[src/rtl/dispensador_cambio.sv]
// Greedy change dispenser: pays out an amount one coin at a time, largest
// denomination first, handing each coin to the ejector over a valid/ack handshake.
module dispensador_cambio #(
    parameter int W      = 12,
    parameter int VAL_01 = 50,
    parameter int VAL_10 = 100,
    parameter int VAL_11 = 500
) (
    input  logic         clk,
    input  logic         rst,
    input  logic         start,
    input  logic [W-1:0] monto,
    input  logic         cancel,
    input  logic         ack,
    output logic [1:0]   moneda,
    output logic         moneda_valid,
    output logic         busy,
    output logic         done,
    output logic [W-1:0] resto,
    output logic [7:0]   num_monedas
);

    typedef enum logic [1:0] {IDLE, SELECT, EMIT, FIN} state_t;

    localparam logic [W-1:0] V01 = W'(VAL_01);
    localparam logic [W-1:0] V10 = W'(VAL_10);
    localparam logic [W-1:0] V11 = W'(VAL_11);

    state_t       state;
    logic [W-1:0] remaining;
    logic         cancel_pend;
    logic [1:0]   pick;
    logic [W-1:0] coin_val;

    // Largest coin that still fits; 00 means nothing more can be paid.
    always_comb begin
        pick = 2'b00;
        if (remaining >= V11)      pick = 2'b11;
        else if (remaining >= V10) pick = 2'b10;
        else if (remaining >= V01) pick = 2'b01;
    end

    always_comb begin
        case (moneda)
            2'b11:   coin_val = V11;
            2'b10:   coin_val = V10;
            2'b01:   coin_val = V01;
            default: coin_val = '0;
        endcase
    end

    assign busy = (state != IDLE);

    always_ff @(posedge clk or negedge rst) begin
        if (!rst) begin
            state        <= IDLE;
            remaining    <= '0;
            cancel_pend  <= 1'b0;
            moneda       <= 2'b00;
            moneda_valid <= 1'b0;
            done         <= 1'b0;
            resto        <= '0;
            num_monedas  <= '0;
        end else begin
            done <= 1'b0;
            case (state)
                IDLE: begin
                    if (start) begin
                        remaining   <= monto;
                        num_monedas <= '0;
                        resto       <= '0;
                        cancel_pend <= 1'b0;
                        state       <= SELECT;
                    end
                end
                SELECT: begin
                    // resto is loaded here so it is already valid alongside done
                    if (cancel || cancel_pend || pick == 2'b00) begin
                        resto <= remaining;
                        done  <= 1'b1;
                        state <= FIN;
                    end else begin
                        moneda       <= pick;
                        moneda_valid <= 1'b1;
                        state        <= EMIT;
                    end
                end
                EMIT: begin
                    // A coin in flight cannot be recalled; remember the cancel for later.
                    if (cancel) cancel_pend <= 1'b1;
                    if (ack) begin
                        remaining    <= remaining - coin_val;
                        if (num_monedas != 8'hFF) num_monedas <= num_monedas + 8'd1;
                        moneda       <= 2'b00;
                        moneda_valid <= 1'b0;
                        state        <= SELECT;
                    end
                end
                FIN: begin
                    resto       <= remaining;
                    cancel_pend <= 1'b0;
                    state       <= IDLE;
                end
                default: state <= IDLE;
            endcase
        end
    end

endmodule

[config.mk]
export PLATFORM = sky130hd
export DESIGN_NAME = dispensador_cambio
export DESIGN_NICKNAME = d
export VERILOG_FILES = /design/src/rtl/dispensador_cambio.sv
export SDC_FILE = /design/constraint.sdc
export NUM_CORES = 1
export LEC_CHECK = 0
export CORE_UTILIZATION = 56
export CTS_CLUSTER_SIZE = 30
export DETAILED_ROUTE_END_ITERATION = 16
export PLACE_DENSITY = 0.92
export SYNTH_ARGS = -nofsm -noshare
export SYNTH_HDL_FRONTEND = slang
export SYNTH_SLANG_ARGS = --single-unit
[constraint.sdc]
create_clock -name clk -period 3.3 [get_ports clk]
set_input_delay 0.66 -clock clk [delete_from_list [all_inputs] [get_ports clk]]
set_output_delay 0.66 -clock clk [all_outputs]
set_load 0.02 [all_outputs]
# Word level (Yosys, flattened, before mapping)
# Cells that the tools add are included.
# word_totals
rom_bits	0
elab_cells	70
mem_bits_rw	0
mem_count	0
latch_bits	0
reg_bits	39
output_inout_bits	25
# op_classes
bitwise	0
n_reduce_logical	15
n_lt_le_gt_ge	3
div_mod_pow	0
shifts	0
n_mux	29
addsub	2
eq_ne	13
mul	0
# op_table
cell	count
$mux W12	4
$pmux W12 S3	1
$pmux W9 S3	1
$mux W8	3
$pmux W12 S2	1
$pmux W8 S2	1
$ge A12 B6 Y1 const B	1
$ge A12 B7 Y1 const B	1
$ge A12 B9 Y1 const B	1
$mux W2	6
$ne A2 B2 Y1 const B	6
$reduce_and A3 Y1	4
$sub A12 B12 Y12	1
$add A8 B1 Y8 const B	1
$eq A2 B2 Y1 const B	4
$mux W1	8
$ne A8 B8 Y1 const B	1
$pmux W2 S4	1
$reduce_bool A2 Y1	3
$reduce_bool A3 Y1	2
$eq A2 B1 Y1 const B	2
$logic_not A2 Y1	2
$pmux W2 S2	1
$reduce_and A4 Y1	1
4 further kinds	5

# Longest topological paths before layout
# depth
word_depth	8
ltp_mapped	9

# Worst setup path before layout
# Ideal clock, no wire load.
# synth_timing
path_kind	reg-to-reg
start	register moneda[0]
end	register remaining[9]
path_stages_with_launch	8
arrival_ps	2000
setup_slack_ps	1179
synth_period_minus_slack_ps	2121
path_buffers	0
t_required_ps	3179
cell_sequence	dfrtp_1 inv_1 ha_1 or4_1 a21o_1 a31oi_1 a31oi_1 o22a_1
# synth_via
elab_chain_len	5
# synth_lines
item	line	rtl
start, declared	15	output logic [1:0] moneda,
start signal, assigned	83	moneda <= pick;
$eq A2 B1 Y1 / $eq A2 B2 Y1 (equally long branches)	44	case (moneda)
$pmux W9 S3 *	44	
$sub A12 B12 Y12 *	92	remaining <= remaining - coin_val;
$mux W12 *	91	if (ack) begin
$pmux W12 S2 *	66	case (state)
end signal, assigned	69	remaining <= monto;
end signal, assigned	92	
end, declared	30	logic [W-1:0] remaining;
# Mark *: on every way between the ends. The rest lies on a longest branch, timed or not. The select of a mux whose other input is x is not followed.
# A chain may end at the register's enable or synchronous reset.

# Final worst setup path
# layout_timing
start	register state[1]
end	output busy
# layout_via
elab_chain_len	1
# layout_lines
item	line	rtl
start, declared	29	state_t state;
start signal, assigned	56	state <= IDLE;
start signal, assigned	73	state <= SELECT;
start signal, assigned	81	state <= FIN;
$reduce_bool A2 Y1	52	assign busy = (state != IDLE);
end, declared	17	output logic busy,
# No other way between the ends.

==> flow_summary.ini <==
[global_routing]
antenna_found_initial = 0
grt_max_degree = 40
grt_usage_pct = 28.7
grt.overflow.total = 0
grt_pass1_vias = 1986
grt_pass1_wl_mm = 9.14

[synthesis]
synth_edf_count = 0
synth.avg_cell_area_um2 = 8.97
syn-instance-count = 249
yosysWarnings = 0
ys.flop_type = dfrtp_1
syn_nets = 275
async_reset_ff_share_pct = 100
netlist_area_um2 = 2230
ys_ff_latch = 39
ys_seq_area_share_pct = 43.7
synth_cell_types = 51

[clocking]
numCtsBuffers = 5
clock_sinks = 39
cts_hold_buf = 0
cts_tree = yes
path_clk_slew_ns = 0.08
clk_latency_ns = 0.29
post_cts_resized = 0
post_cts_buffers = 0
clk_path_buf_depth = 2
h-tree-depth = 2
clockRootBuffer = clkbuf_8

[finish]
drive_above_1_share_pct = 5.92
n_antenna_cell = 0
nets = 312
area_growth_pct = 22.2
layout_common_cells = 40 x clkdlybuf4s50_1, 39 x dfrtp_1, 33 x nand2_1
n_fill_cell = 305
final_common_cell = clkdlybuf4s50_1

[sta]
worst_slack_ns = 0.856
finalCritPeriodShare_pct = 74.0
slew_headroom_pct = 41.0
min_period_ns = 2.44
hold_viol_final = 0
finClkSkew_ns = 0.00705
rsz0062_at_grt = false
drv_slew = 0
setup_viol = 0
setup_tns_ns = 0
worst_slew_pin_slew_ns = 0.885
max_clock_freq_mhz = 409

[floorplan]
placementRows = 22
dieArea_um2 = 4250
initial_utilization_pct = 59.7
core_region_area_um2 = 3740
die_y_um = 65.2
io_pins = 42
die_x_um = 65.2

[pwr]
cellPowerDensity_nw_per_um2 = 997
leakage_nw = 1.15
peakVddDrop_mv = 0.618

[worst_setup_path]
cp-startpoint = state[1]
reg2reg_from = state[1]
critPathCaptureType = output pin
start_kind = flip-flop
required_ns = 2.64
crit_arrival_ns = 1.78
criticalPathCategory = reg2out
crit_path_max_fanout = 15

[placed_design]
io_buffers = 41
gp_congestion = 0.962
hpwl_mm = 3.82
pre_cts_slack_ns = 0.611

[detailed_routing]
vias = 2088
drc_errors = 0
routedWlPerCell_um = 16.4
viasPerCell = 6.23
ant_nets = 0
firstDrtPassIters = 7
drt_iter0_markers = 206
wirelength_mm = 5.51

[hold_path]
hold_class = in2async

[run_status]
status = completed

[flow_run]
drv_cap = 0
final cells by class:
type,count,area (µm²),share of cell area [%]
repair buffers,41,405,14.8
multi-input cells,193,1180,43.4
clock buffers,7,76.3,2.80
flip-flops and latches,39,976,35.7
inverters,6,22.5,0.825
clock inverters,1,5.00,0.183
well taps,48,60.1,2.20
sequential cells by signal (all words and copies together), names as in the netlist:
name,flops
state,2
num_monedas,8
moneda,2
moneda_valid,1
remaining,12
resto,12
cancel_pend,1
done,1
per-layer routing:
layer	global-route usage [%]	wire, µm	up-vias
met5	0	0	-
met4	12.5	170	0
met1	39.1	2340	977
met3	5.56	452	17
li1	-	-	979
met2	44.5	2550	115
critical path, stage by stage, from the launching register on:
cell and delay, ns:
dfrtp_1 0.58, or2_2 0.38, clkdlybuf4s50_1 0.54
synthesized netlist by cell type, types with 2 or more instances:
cell type / n / share of area, %
nor3_1: 9 / 2.0
buf_2: 2 / 0.45
and3_1: 2 / 0.56
inv_1: 6 / 1.0
nor2_1: 28 / 4.7
nand3_1: 10 / 2.2
clkbuf_1: 8 / 1.3
a31oi_1: 3 / 0.84
xnor2_1: 4 / 1.6
o31ai_1: 3 / 1.0
or2_2: 3 / 0.84
ha_1: 8 / 4.5
nor3_2: 2 / 0.90
a32o_1: 3 / 1.3
mux2i_1: 4 / 1.8
dfrtp_1: 39 / 44
a21o_1: 2 / 0.67
a21oi_1: 14 / 3.1
or3_1: 3 / 0.84
o211ai_1: 2 / 0.67
o22ai_1: 3 / 0.84
o21ai_0: 23 / 5.2
a211oi_1: 3 / 1.0
nand2b_1: 5 / 1.4
nand2_1: 33 / 5.5
nor4b_1: 2 / 0.78
power breakdown:
| group | switching (W) | internal, W |
|---|---|---|
| registers | 0.000272 | 0.000667 |
| logic | 0.000840 | 0.000631 |
| clock network | 0.000163 | 0.000148 |
final timing paths:
check                                  to  cells after the start  slack, ns
max                                  busy                      2       0.86
min                          remaining[7]                      1       0.48
max reg2reg                num_monedas[0]                      4       0.96
min reg2reg                      resto[8]                      1       0.50
max in group asynchronous    remaining[0]                      1       2.28
min in group clk                 resto[8]                      1       0.50
through the flow:
stage | cell area (µm²) | instances | total power, W | utilization, % | hold slack, ns
final | 2730 | 335 | 0.00272 | 72.9 | 0.478
after global routing | 2730 | 335 | 0.00291 | 72.9 | 0.543
after detailed placement | 2650 | 327 | 0.00238 | 70.8 | 0.484
after CTS | 2730 | 335 | 0.00269 | 72.9 | 0.502
after global placement | 2650 | 327 | 0.00230 | 70.8 | 0.460
after floorplan | 2230 | 249 | 0.00190 | - | 0.364
cells by family (layout without fill, tap and decap cells):
| kind of cell | count (synthesis) | in the layout | share of synthesized area [%] |
|---|---|---|---|
| AO/OA/AOI/OAI | 71 | 71 | 21.8 |
| XOR/XNOR | 4 | 4 | 1.57 |
| adder cells (fa/ha/maj) | 9 | 9 | 5.38 |
| buffers and inverters | 17 | 55 | 3.30 |
| flip-flops | 39 | 39 | 43.7 |
| multiplexers | 5 | 5 | 2.30 |
| AND/OR/NAND/NOR | 104 | 104 | 21.9 |
No activity file was read; power rests on OpenSTA's default activity.
